File: config.mk
export PLATFORM = sky130hd
export DESIGN_NAME = clock_set_ctrl_flat
export DESIGN_NICKNAME = d
export VERILOG_FILES = /design/src/rtl/clock_pkg.sv /design/src/rtl/clock_set_ctrl_if.sv /design/src/rtl/wrap_inc.sv /design/src/rtl/clock_set_ctrl.sv /design/src/flat_wrapper.sv
export SDC_FILE = /design/constraint.sdc
export NUM_CORES = 1
export LEC_CHECK = 0
export CAP_MARGIN = 20
export CORE_UTILIZATION = 40
export CTS_CLUSTER_SIZE = 10
export DETAILED_ROUTE_END_ITERATION = 8
export PLACE_DENSITY = 0.73
export SLEW_MARGIN = 40
export SYNTH_ARGS = -nofsm -noshare
export SYNTH_HDL_FRONTEND = slang
export SYNTH_SLANG_ARGS = --single-unit
File: constraint.sdc
create_clock -name clk -period 1.9 [get_ports clk]
set_input_delay 0.19 -clock clk [delete_from_list [all_inputs] [get_ports clk]]
set_output_delay 0.19 -clock clk [all_outputs]
set_load 0.05 [all_outputs]
File: src/rtl/clock_pkg.sv
// Shared types and constants for the HH:MM:SS clock set/alarm controller.
package clock_pkg;

    localparam int unsigned HW  = 5;
    localparam int unsigned MSW = 6;

    localparam logic [HW-1:0]  HH_MAX = 5'd23;
    localparam logic [MSW-1:0] MS_MAX = 6'd59;

    typedef enum logic [2:0] {
        StRun    = 3'd0,
        StSetHh  = 3'd1,
        StSetMm  = 3'd2,
        StSetSs  = 3'd3,
        StCommit = 3'd4,
        StAlmHh  = 3'd5,
        StAlmMm  = 3'd6
    } state_e;

    // States where the time is frozen and the user is editing a field
    function automatic logic is_edit(state_e s);
        return (s == StSetHh) || (s == StSetMm) || (s == StSetSs) ||
               (s == StAlmHh) || (s == StAlmMm);
    endfunction

endpackage

File: src/rtl/clock_set_ctrl_if.sv
// Bus between the set controller, the user buttons and the time counter.
interface clock_set_ctrl_if;
    import clock_pkg::*;

    logic           tick;
    logic           btn_mode;
    logic           btn_inc;
    logic           btn_alarm;
    logic           alarm_en;
    logic [HW-1:0]  cur_hh;
    logic [MSW-1:0] cur_mm;
    logic [MSW-1:0] cur_ss;

    logic           tick_out;
    logic           ld;
    logic [HW-1:0]  ld_hh;
    logic [MSW-1:0] ld_mm;
    logic [MSW-1:0] ld_ss;
    logic [HW-1:0]  disp_hh;
    logic [MSW-1:0] disp_mm;
    logic [MSW-1:0] disp_ss;
    logic [2:0]     state;
    logic           ring;

    // Driver side: buttons, tick source and the live counter value
    modport master (
        output tick, btn_mode, btn_inc, btn_alarm, alarm_en, cur_hh, cur_mm, cur_ss,
        input  tick_out, ld, ld_hh, ld_mm, ld_ss, disp_hh, disp_mm, disp_ss, state, ring
    );

    // Controller side
    modport slave (
        input  tick, btn_mode, btn_inc, btn_alarm, alarm_en, cur_hh, cur_mm, cur_ss,
        output tick_out, ld, ld_hh, ld_mm, ld_ss, disp_hh, disp_mm, disp_ss, state, ring
    );

endinterface

File: src/rtl/wrap_inc.sv
// Modulo incrementer for one time field: returns 0 once the field maximum is reached.
module wrap_inc #(
    parameter int unsigned W = 6
) (
    input  logic [W-1:0] i_val,
    input  logic [W-1:0] i_max,
    output logic [W-1:0] o_val
);

    // Roll over to zero at the maximum, otherwise count up
    always_comb begin
        o_val = (i_val == i_max) ? '0 : i_val + W'(1);
    end

endmodule

File: src/rtl/clock_set_ctrl.sv
// Mode/set controller: gates the 1 Hz tick, sequences time and alarm editing,
// commits edits with a one-cycle load and drives the alarm ring output.
module clock_set_ctrl
    import clock_pkg::*;
#(
    parameter int unsigned RING_SECS    = 30,
    parameter int unsigned EDIT_TIMEOUT = 20
) (
    input  logic             clk,
    input  logic             rst_n,
    clock_set_ctrl_if.slave  bus
);

    localparam int unsigned TW = $clog2(EDIT_TIMEOUT + 1);
    localparam int unsigned RW = $clog2(RING_SECS + 1);

    state_e         r_state, w_state_d;
    logic [HW-1:0]  r_edit_hh, w_edit_hh_d, r_alm_hh, w_alm_hh_d, w_hh_inc;
    logic [MSW-1:0] r_edit_mm, w_edit_mm_d, r_alm_mm, w_alm_mm_d, w_mm_inc;
    logic [MSW-1:0] r_edit_ss, w_edit_ss_d, w_ss_inc;
    logic [TW-1:0]  r_to_cnt, w_to_cnt_d;
    logic [RW-1:0]  r_ring_cnt, w_ring_cnt_d;
    logic           r_ring, w_ring_d;
    logic           r_match_d;

    logic w_in_edit, w_timed_out, w_any_btn, w_enter_edit;
    logic w_match, w_ring_set, w_ring_expire, w_ring_clr;

    wrap_inc #(.W(HW))  u_inc_hh (.i_val(r_edit_hh), .i_max(HH_MAX), .o_val(w_hh_inc));
    wrap_inc #(.W(MSW)) u_inc_mm (.i_val(r_edit_mm), .i_max(MS_MAX), .o_val(w_mm_inc));
    wrap_inc #(.W(MSW)) u_inc_ss (.i_val(r_edit_ss), .i_max(MS_MAX), .o_val(w_ss_inc));

    // Shared decode of edit status, timeout and button activity
    always_comb begin
        w_in_edit    = is_edit(r_state);
        w_timed_out  = w_in_edit && (r_to_cnt == TW'(EDIT_TIMEOUT));
        w_any_btn    = bus.btn_mode | bus.btn_inc | bus.btn_alarm;
        w_enter_edit = is_edit(w_state_d) && (w_state_d != r_state);
    end

    // Next-state, edit field and alarm register update; btn_mode beats btn_inc
    always_comb begin
        w_state_d   = r_state;
        w_edit_hh_d = r_edit_hh;
        w_edit_mm_d = r_edit_mm;
        w_edit_ss_d = r_edit_ss;
        w_alm_hh_d  = r_alm_hh;
        w_alm_mm_d  = r_alm_mm;
        if (w_timed_out) begin
            w_state_d = StRun;
        end else begin
            unique case (r_state)
                StRun: begin
                    if (bus.btn_mode) begin
                        w_edit_hh_d = bus.cur_hh;
                        w_edit_mm_d = bus.cur_mm;
                        w_edit_ss_d = bus.cur_ss;
                        w_state_d   = StSetHh;
                    end else if (bus.btn_alarm && !r_ring) begin
                        w_edit_hh_d = r_alm_hh;
                        w_edit_mm_d = r_alm_mm;
                        w_edit_ss_d = '0;
                        w_state_d   = StAlmHh;
                    end
                end
                StSetHh: begin
                    if (bus.btn_mode)     w_state_d   = StSetMm;
                    else if (bus.btn_inc) w_edit_hh_d = w_hh_inc;
                end
                StSetMm: begin
                    if (bus.btn_mode)     w_state_d   = StSetSs;
                    else if (bus.btn_inc) w_edit_mm_d = w_mm_inc;
                end
                StSetSs: begin
                    if (bus.btn_mode)     w_state_d   = StCommit;
                    else if (bus.btn_inc) w_edit_ss_d = w_ss_inc;
                end
                StCommit: begin
                    w_state_d = StRun;
                end
                StAlmHh: begin
                    if (bus.btn_mode)     w_state_d   = StAlmMm;
                    else if (bus.btn_inc) w_edit_hh_d = w_hh_inc;
                end
                StAlmMm: begin
                    if (bus.btn_mode) begin
                        w_alm_hh_d = r_edit_hh;
                        w_alm_mm_d = r_edit_mm;
                        w_state_d  = StRun;
                    end else if (bus.btn_inc) begin
                        w_edit_mm_d = w_mm_inc;
                    end
                end
                default: w_state_d = StRun;
            endcase
        end
    end

    // Edit inactivity counter; holds its value on a timeout return
    always_comb begin
        w_to_cnt_d = r_to_cnt;
        if (w_timed_out) begin
            w_to_cnt_d = r_to_cnt;
        end else if (w_any_btn || w_enter_edit) begin
            w_to_cnt_d = '0;
        end else if (w_in_edit && bus.tick) begin
            w_to_cnt_d = r_to_cnt + TW'(1);
        end
    end

    // Alarm match edge detect and ring set/clear; clear beats set
    always_comb begin
        w_match       = bus.alarm_en && (bus.cur_hh == r_alm_hh) &&
                        (bus.cur_mm == r_alm_mm) && (bus.cur_ss == '0);
        w_ring_set    = w_match && !r_match_d && (r_state == StRun);
        w_ring_expire = r_ring && bus.tick && (r_ring_cnt == RW'(RING_SECS - 1));
        w_ring_clr    = bus.btn_alarm || !bus.alarm_en || w_ring_expire || w_enter_edit;
        w_ring_d      = r_ring;
        w_ring_cnt_d  = r_ring_cnt;
        if (w_ring_clr) begin
            w_ring_d = 1'b0;
        end else if (w_ring_set) begin
            w_ring_d     = 1'b1;
            w_ring_cnt_d = '0;
        end else if (r_ring && bus.tick) begin
            w_ring_cnt_d = r_ring_cnt + RW'(1);
        end
    end

    // State and data registers
    always_ff @(posedge clk or negedge rst_n) begin
        if (!rst_n) begin
            r_state    <= StRun;
            r_edit_hh  <= '0;
            r_edit_mm  <= '0;
            r_edit_ss  <= '0;
            r_alm_hh   <= '0;
            r_alm_mm   <= '0;
            r_to_cnt   <= '0;
            r_ring_cnt <= '0;
            r_ring     <= 1'b0;
            r_match_d  <= 1'b0;
        end else begin
            r_state    <= w_state_d;
            r_edit_hh  <= w_edit_hh_d;
            r_edit_mm  <= w_edit_mm_d;
            r_edit_ss  <= w_edit_ss_d;
            r_alm_hh   <= w_alm_hh_d;
            r_alm_mm   <= w_alm_mm_d;
            r_to_cnt   <= w_to_cnt_d;
            r_ring_cnt <= w_ring_cnt_d;
            r_ring     <= w_ring_d;
            r_match_d  <= w_match;
        end
    end

    // Outputs: tick only passes in RUN; display shows live time in RUN, edit fields otherwise
    always_comb begin
        bus.tick_out = bus.tick && (r_state == StRun);
        bus.ld       = (r_state == StCommit);
        bus.ld_hh    = r_edit_hh;
        bus.ld_mm    = r_edit_mm;
        bus.ld_ss    = r_edit_ss;
        bus.state    = r_state;
        bus.ring     = r_ring;
        if (r_state == StRun) begin
            bus.disp_hh = bus.cur_hh;
            bus.disp_mm = bus.cur_mm;
            bus.disp_ss = bus.cur_ss;
        end else begin
            bus.disp_hh = r_edit_hh;
            bus.disp_mm = r_edit_mm;
            bus.disp_ss = (r_state == StAlmHh || r_state == StAlmMm) ? '0 : r_edit_ss;
        end
    end

endmodule
File: src/flat_wrapper.sv
// flat-port wrapper written by rule: the top's interface ports become plain ports
module clock_set_ctrl_flat import clock_pkg::*;
#(
    parameter int unsigned RING_SECS    = 30,
    parameter int unsigned EDIT_TIMEOUT = 20
)
  (clk, rst_n, bus_tick, bus_btn_mode, bus_btn_inc, bus_btn_alarm, bus_alarm_en, bus_cur_hh, bus_cur_mm, bus_cur_ss, bus_tick_out, bus_ld, bus_ld_hh, bus_ld_mm, bus_ld_ss, bus_disp_hh, bus_disp_mm, bus_disp_ss, bus_state, bus_ring);
  clock_set_ctrl_if bus_i ();
  input  logic clk;
  input  logic rst_n;
  input wire logic [$bits(bus_i.tick)-1:0] bus_tick;
  input wire logic [$bits(bus_i.btn_mode)-1:0] bus_btn_mode;
  input wire logic [$bits(bus_i.btn_inc)-1:0] bus_btn_inc;
  input wire logic [$bits(bus_i.btn_alarm)-1:0] bus_btn_alarm;
  input wire logic [$bits(bus_i.alarm_en)-1:0] bus_alarm_en;
  input wire logic [$bits(bus_i.cur_hh)-1:0] bus_cur_hh;
  input wire logic [$bits(bus_i.cur_mm)-1:0] bus_cur_mm;
  input wire logic [$bits(bus_i.cur_ss)-1:0] bus_cur_ss;
  output wire logic [$bits(bus_i.tick_out)-1:0] bus_tick_out;
  output wire logic [$bits(bus_i.ld)-1:0] bus_ld;
  output wire logic [$bits(bus_i.ld_hh)-1:0] bus_ld_hh;
  output wire logic [$bits(bus_i.ld_mm)-1:0] bus_ld_mm;
  output wire logic [$bits(bus_i.ld_ss)-1:0] bus_ld_ss;
  output wire logic [$bits(bus_i.disp_hh)-1:0] bus_disp_hh;
  output wire logic [$bits(bus_i.disp_mm)-1:0] bus_disp_mm;
  output wire logic [$bits(bus_i.disp_ss)-1:0] bus_disp_ss;
  output wire logic [$bits(bus_i.state)-1:0] bus_state;
  output wire logic [$bits(bus_i.ring)-1:0] bus_ring;
  assign bus_i.tick = bus_tick;
  assign bus_i.btn_mode = bus_btn_mode;
  assign bus_i.btn_inc = bus_btn_inc;
  assign bus_i.btn_alarm = bus_btn_alarm;
  assign bus_i.alarm_en = bus_alarm_en;
  assign bus_i.cur_hh = bus_cur_hh;
  assign bus_i.cur_mm = bus_cur_mm;
  assign bus_i.cur_ss = bus_cur_ss;
  assign bus_tick_out = bus_i.tick_out;
  assign bus_ld = bus_i.ld;
  assign bus_ld_hh = bus_i.ld_hh;
  assign bus_ld_mm = bus_i.ld_mm;
  assign bus_ld_ss = bus_i.ld_ss;
  assign bus_disp_hh = bus_i.disp_hh;
  assign bus_disp_mm = bus_i.disp_mm;
  assign bus_disp_ss = bus_i.disp_ss;
  assign bus_state = bus_i.state;
  assign bus_ring = bus_i.ring;
  clock_set_ctrl #(.RING_SECS(RING_SECS), .EDIT_TIMEOUT(EDIT_TIMEOUT)) u_core (.clk(clk), .rst_n(rst_n), .bus(bus_i));
endmodule
---- Word-level counts from Yosys, hierarchy flattened ----
Index checks and enable logic that the tools add are counted.
storage, ports and cells
  word-level logic and storage cells ...... 126
  input port bits ......................... 24
  output and inout bits ................... 40
  bits in registers ....................... 43
operators by class
  equal/unequal tests ..................... 26
  add/sub/neg operators ................... 5
  bitwise operators ....................... 4
  reduce and logical (&&, ||, !) cells .... 44
  multiplexer cells ....................... 37
operators by type and width
  operator                                                         number
  6-bit 2-to-1 mux                                                 13
  5-bit 2-to-1 mux                                                 10
  3-bit 2-to-1 mux                                                 8
  6-bit one-hot mux with 2 select lines                            2
  3-bit one-hot mux with 6 select lines                            1
  5-bit by 1-bit adder with 5-bit output, second input constant    3
  3-bit == test, second input constant                             5
  5-bit == test, second input constant                             3
  5-bit AND reduction                                              3
  1-bit logical OR                                                 13
  6-bit by 1-bit adder with 6-bit output, second input constant    2
  3-bit by 2-bit == test with 1-bit output, second input constant  4
  6-bit == test, second input constant                             2
  1-bit logical AND                                                12
  2-bit nonzero test                                               6
  5-bit one-hot mux with 2 select lines                            1
  2-bit != test, second input constant                             4
  3-bit by 1-bit == test with 1-bit output, second input constant  2
  6-bit == test                                                    1
  6-bit zero test                                                  1
  5-bit == test                                                    1
  2-bit by 1-bit != test with 1-bit output, second input constant  2
  2-bit AND reduction                                              2
  2-bit OR reduction                                               2
  other kinds (8)                                                  13

---- Logic depth before layout (Yosys ltp) ----
  depth after elaboration ................. 16
  depth in mapped cells ................... 8
  mapped depth without buffers ............ 8

---- By module ----
Synthesis repeated with hierarchy kept, for this count alone.
second synthesis, totals
  cells, all modules ...................... 345
  area, all modules ....................... 3,268.1 um^2
modules (own cells, without submodules)
  module                          times used  cells an instance  seq. area each (um^2)  area each (um^2)
  clock_set_ctrl                  1           279                1,076.0                2,742.6
  wrap_inc (u_core.u_inc_mm ...)  2           23                 0.0                    186.4
  wrap_inc (u_core.u_inc_hh)      1           20                 0.0                    152.6

---- Worst setup path before layout ----
No wires, ideal clock.
  path kind ............................... register to output
  from .................................... register u_core.r_state[2], in the netlist u_core.bus.state[2]
  to ...................................... output port bus_disp_mm[3]
  slack ................................... -0.666 ns
  buffers on the path ..................... 2
  stages on the path, launching flop included .. 5
  arrival ................................. 2.376 ns
  cell sequence ........................... dfrtp_1 > clkbuf_1 > nor3_2 > clkbuf_1 > o21ai_0
between the ends
  word-level cells in the longest chain between the ends .. 2
ends and longest elaborated chain
  item                    RTL line               RTL
  from (decl)             clock_set_ctrl.sv:17   state_e r_state, w_state_d;
  from (signal assigned)  clock_set_ctrl.sv:133  r_state <= StRun;
  from (signal assigned)  clock_set_ctrl.sv:144  r_state <= w_state_d;
  3-bit zero test         clock_set_ctrl.sv:166  if (r_state == StRun) begin
  6-bit 2-to-1 mux        clock_set_ctrl.sv:166
  to (decl)               flat_wrapper.sv:25     output wire logic [$bits(bus_i.disp_mm)-1:0] bus_disp_mm;
No other way between the ends.

---- Worst setup path in the final report ----
  from .................................... register u_core.r_state[2], in the netlist u_core.bus.state[2]
  to ...................................... register u_core.r_ring_cnt[1]
between the ends
  word-level cells in the longest chain between the ends .. 16
  elaborated cells on any way between the ends .. 37
  classes of those cells .................. 11 x eq/ne; 10 x mux; 1 x bitwise; 15 x reduce/logical
ends and longest elaborated chain
  item                                                                                                         RTL line                               RTL
  3-bit by 1-bit == test with 1-bit output / 3-bit by 2-bit == test with 1-bit output (equally long branches)  clock_pkg.sv:22, clock_set_ctrl.sv:52
  1-bit logical OR (3 in a row)                                                                                clock_pkg.sv:22                        return (s == StSetHh) || (s == StSetMm) || (s == StSetSs) ||
  1-bit logical OR                                                                                             clock_pkg.sv:23                        (s == StAlmHh) || (s == StAlmMm);
  1-bit logical AND                                                                                            clock_set_ctrl.sv:36                   w_timed_out = w_in_edit && (r_to_cnt == TW'(EDIT_TIMEOUT));
  3-bit 2-to-1 mux                                                                                             clock_set_ctrl.sv:49                   if (w_timed_out) begin
  3-bit by 1-bit == test with 1-bit output / 3-bit by 2-bit == test with 1-bit output (equally long branches)  clock_pkg.sv:22
  1-bit logical OR (3 in a row)                                                                                clock_pkg.sv:22
  1-bit logical OR                                                                                             clock_pkg.sv:23
  1-bit logical AND                                                                                            clock_set_ctrl.sv:38                   w_enter_edit = is_edit(w_state_d) && (w_state_d != r_state);
  1-bit logical OR                                                                                             clock_set_ctrl.sv:117                  w_ring_clr = bus.btn_alarm || !bus.alarm_en || w_ring_expire || w_enter_edit;
  1-bit inverter (no source line)                                                                              n/a
  2-bit AND reduction (no source line)                                                                         n/a
  to (signal assigned)                                                                                         clock_set_ctrl.sv:151                  r_ring_cnt <= w_ring_cnt_d;
  to (decl)                                                                                                    clock_set_ctrl.sv:22                   logic [RW-1:0] r_ring_cnt, w_ring_cnt_d;
Parallel ways exist; a longest one is shown, timed or not.
A chain may end at the register's enable or synchronous reset.

==> results.tsv <==
metric	value	unit
outcome	finished, violations left	
violations	negative setup slack	
antenna-diode-count	0	
final_area	0.00507	mm2
report.final.slew_viol_count	0	
critical_path.max_fanout	6	
final_non_filler_cell_total	588	
period_minus_ws_final	2.04	ns
cp_data_required_time	2.09	ns
critical-path-slowest-cell	sky130_fd_sc_hd__dfrtp_2	
rsz0062_at_grt	yes	
core-area	0.00694	mm2
yosys_warnings	0	
netlist_instances	349	
grt.total_usage	24.2	%
syn_to_final_growth	72.2	%
worst_ir_drop_vdd	1560	uV
grt_first_pass_wirelength	14.7	mm
num_io_pins	64	
asyncSetResetFlopFracSynth	100	%
worstHoldStart	bus_cur_ss[0]	
drc	0	
maxSlewHeadroom	54.7	%
worst_path_dominant_cell_family	compound AO/OA/AOI/OAI gates	
die_h	87.8	um
timing.final.crit_share	107	%
core.rowCount	30	
min_to	u_core.r_match_d	
r2r-end	u_core.r_ring_cnt[1]	
yosys_register_bits	43	
dp_cells	549	
pin_count_of_the_biggest_net_entering_global_routing	30	
synthesis.nets	380	
hold-worst-slack	0.304	ns
placedInstanceArea	0.00426	mm2
wire_per_inst	16.9	um
io_buffers	63	
detail_route.first_pass.iterations	4	
die_w	87.8	um
worst_hold_path_type	primary input to register	
timing.fmax	0.490	GHz
skew	0.00438	ns
insertion_delay	0.30	ns
portion_of_the_post_synthesis_area_used_by_sequential_elements	36.5	%
distinct_cells_synth	51	
ys.flop_type	sky130_fd_sc_hd__dfrtp_1	
clk_pin_slew	0.08	ns
worst_pin_slew	0.680	ns
cts_sinks	43	
synth-edff-count	0	
mappedNetlistArea	0.00294	mm2
vias_cell	5.56	
antenna_found_initial	0	
critPathArrivalTime	2.23	ns
design.final.nets	522	
grt_pass1_vias	3063	
cts-buffers-inserted	5	
p_leak	2.28	nW
gpl.final_weighted_congestion	0.909	
final-hold-violation-count	0	
postLayoutCoreUtil	73.0	%
initial_core_util	42.4	%
critPathMaxStageDelay	0.47	ns
clockRootBuffer	sky130_fd_sc_hd__clkbuf_8	
worst_hold_path.num_cells	4	
crit_path_frequent_cell	sky130_fd_sc_hd__buf_6	
post_synth.cell_area_avg	8.44	um2
worstSetupStartpointType	register	
crit_type	register to register	
vias	3271	
htreeDepth	2	
power.density	1760	mW/mm2
clk_path_buf_depth	2	
maxCapViolCount	0	
layout-drive-gt1-share	42.3	%
hpwl	6.40	mm
worstPathCellList	buf_6 > and3_4 > o32ai_4 > nand2b_1 > a21oi_4 > buf_4 > buf_6 > o21a_1 > o2bb2ai_1	
global_route.overflow_total	0	
initial_drt_markers	161	
timing.reg2reg.setup_slack	-0.14	ns
worst_r2r_path_depth	9	
cts_tree	done	
worst_slack	-0.141	ns
timing.critical_path.from	u_core.bus.state[2]	
antenna_left	0	
worstReg2RegStart	u_core.bus.state[2]	
setup_viol_count_final	36	
fp.dieArea	0.00771	mm2
worstPathBufferInverterCount	3	
timing.critical_path.to_type	register	
finalWirelength	9.91	mm
==> worst max-delay path by stage <==
| stage | end | slack [ns] | cells after the start |
|---|---|---|---|
| 2_1_floorplan | u_core.bus.ld_ss[3] | -0.04 | 7 |
| 6_report | u_core.r_ring_cnt[1] | -0.14 | 9 |
| 3_3_place_gp | u_core.r_ring_cnt[4] | -0.29 | 7 |
| 5_1_grt | u_core.r_ring_cnt[1] | -0.23 | 9 |
| 4_1_cts | u_core.r_ring_cnt[4] | -0.05 | 6 |
| 3_5_place_dp | u_core.r_ring_cnt[4] | -0.38 | 7 |
==> placed cells by master (no fill, tap or decap), types with 17 or more instances in the layout <==
| cell | netlist | final |
|---|---|---|
| sky130_fd_sc_hd__nor2_1 | 22 | 21 |
| sky130_fd_sc_hd__o21ai_0 | 39 | 26 |
| sky130_fd_sc_hd__mux2_2 | 17 | 17 |
| sky130_fd_sc_hd__buf_4 | 1 | 68 |
| sky130_fd_sc_hd__buf_12 | 0 | 19 |
| sky130_fd_sc_hd__dfrtp_1 | 43 | 40 |
| sky130_fd_sc_hd__a21oi_1 | 18 | 17 |
| sky130_fd_sc_hd__clkdlybuf4s50_1 | 0 | 37 |
| sky130_fd_sc_hd__nand2_1 | 57 | 28 |
==> cells in the mapped netlist (2+ instances only) <==
master	n	area, um2
sky130_fd_sc_hd__nor2b_1	12	75.1
sky130_fd_sc_hd__and2_1	4	25.0
sky130_fd_sc_hd__a21oi_2	2	17.5
sky130_fd_sc_hd__nand2_1	57	214
sky130_fd_sc_hd__o22ai_1	2	12.5
sky130_fd_sc_hd__o2bb2ai_1	2	17.5
sky130_fd_sc_hd__and3_1	6	37.5
sky130_fd_sc_hd__a22o_1	10	87.6
sky130_fd_sc_hd__o32ai_1	3	26.3
sky130_fd_sc_hd__o21ai_0	39	195
sky130_fd_sc_hd__nor3_1	9	45.0
sky130_fd_sc_hd__nor2_1	22	82.6
sky130_fd_sc_hd__o31ai_1	2	15.0
sky130_fd_sc_hd__o21a_1	3	22.5
sky130_fd_sc_hd__inv_1	8	30.0
sky130_fd_sc_hd__clkbuf_1	7	26.3
sky130_fd_sc_hd__nand4_1	4	25.0
sky130_fd_sc_hd__a21oi_1	18	90.1
sky130_fd_sc_hd__o21ai_1	3	15.0
sky130_fd_sc_hd__mux2_2	17	191
sky130_fd_sc_hd__nand3_1	12	60.1
sky130_fd_sc_hd__xnor2_1	11	96.3
sky130_fd_sc_hd__nand2b_1	6	37.5
sky130_fd_sc_hd__dfrtp_1	43	1080
sky130_fd_sc_hd__buf_2	6	30.0
sky130_fd_sc_hd__mux2i_1	6	60.1
sky130_fd_sc_hd__ha_1	7	87.6
sky130_fd_sc_hd__or3_1	4	25.0
sky130_fd_sc_hd__nor4b_1	2	17.5
==> cell families (layout without fill, tap and decap cells) <==
kind of cell,Yosys count,after routing,share of synthesized area [%]
XOR/XNOR,11,11,3.27
buffers and inverters,23,166,3.57
flip-flops,43,43,36.5
adder cells (fa/ha/maj),7,7,2.97
AO/OA/AOI/OAI,93,93,19.8
AND/OR/NAND/NOR,149,149,25.3
multiplexers,23,23,8.54
==> layout make-up <==
class	instances	area, um2
clock buffers	7	76.3
clock inverters	1	5.00
fillers	473	1870
inverters	8	30.0
multi-input cells	283	2190
flip-flops and latches	43	1080
well taps	96	120
repair buffers	150	1570
==> stage by stage <==
stage	setup slack (ns)	TNS, ns	total power [mW]
2_1_floorplan	-0.0439	-0.112	4.74
3_3_place_gp	-0.288	-1.84	6.95
3_5_place_dp	-0.384	-2.55	7.05
4_1_cts	-0.0508	-0.610	7.95
5_1_grt	-0.228	-5.20	9.40
6_report	-0.141	-1.55	8.94
==> layer usage <==
metal	vias up	wire length [um]	global-route usage, %
li1	1538	-	-
met1	1590	4190	31.2
met2	113	4940	41.3
met3	30	546	4.24
met4	0	235	7.45
met5	-	0	0
==> report_power, final <==
group          internal [mW]  leakage, nW  switching, mW
clock network          0.259       0.0422          0.319
logic                   3.14         1.69           3.61
registers               1.20        0.550          0.410
total                   4.60         2.28           4.34
==> timing repair <==
item                                    4_1_cts  5_1_grt
gates cloned                                  0        2
endpoints found under the setup margin       29       53
pin swaps                                     9       28
gates resized for setup                      26       97
hold buffers                                  1        0
hold endpoints to repair                     27        0
buffers inserted                              9       19
==> worst reg2reg max path, delay by kind of cell, from the launching register on <==
family / cells / cell delay (ns)
buffers and inverters: 3 / 0.38
AO/OA/AOI/OAI: 4 / 0.76
AND/OR/NAND/NOR: 2 / 0.33
flip-flops: 1 / 0.47
==> state kept, by name, indices dropped and copies added, names as in the netlist <==
name               count
u_core.bus.ld_hh       5
u_core.bus.ld_mm       6
u_core.bus.ld_ss       6
u_core.bus.ring        1
u_core.bus.state       3
u_core.r_alm_hh        5
u_core.r_alm_mm        6
u_core.r_match_d       1
u_core.r_ring_cnt      5
u_core.r_to_cnt        5
Power figures use the tool's default switching activity.
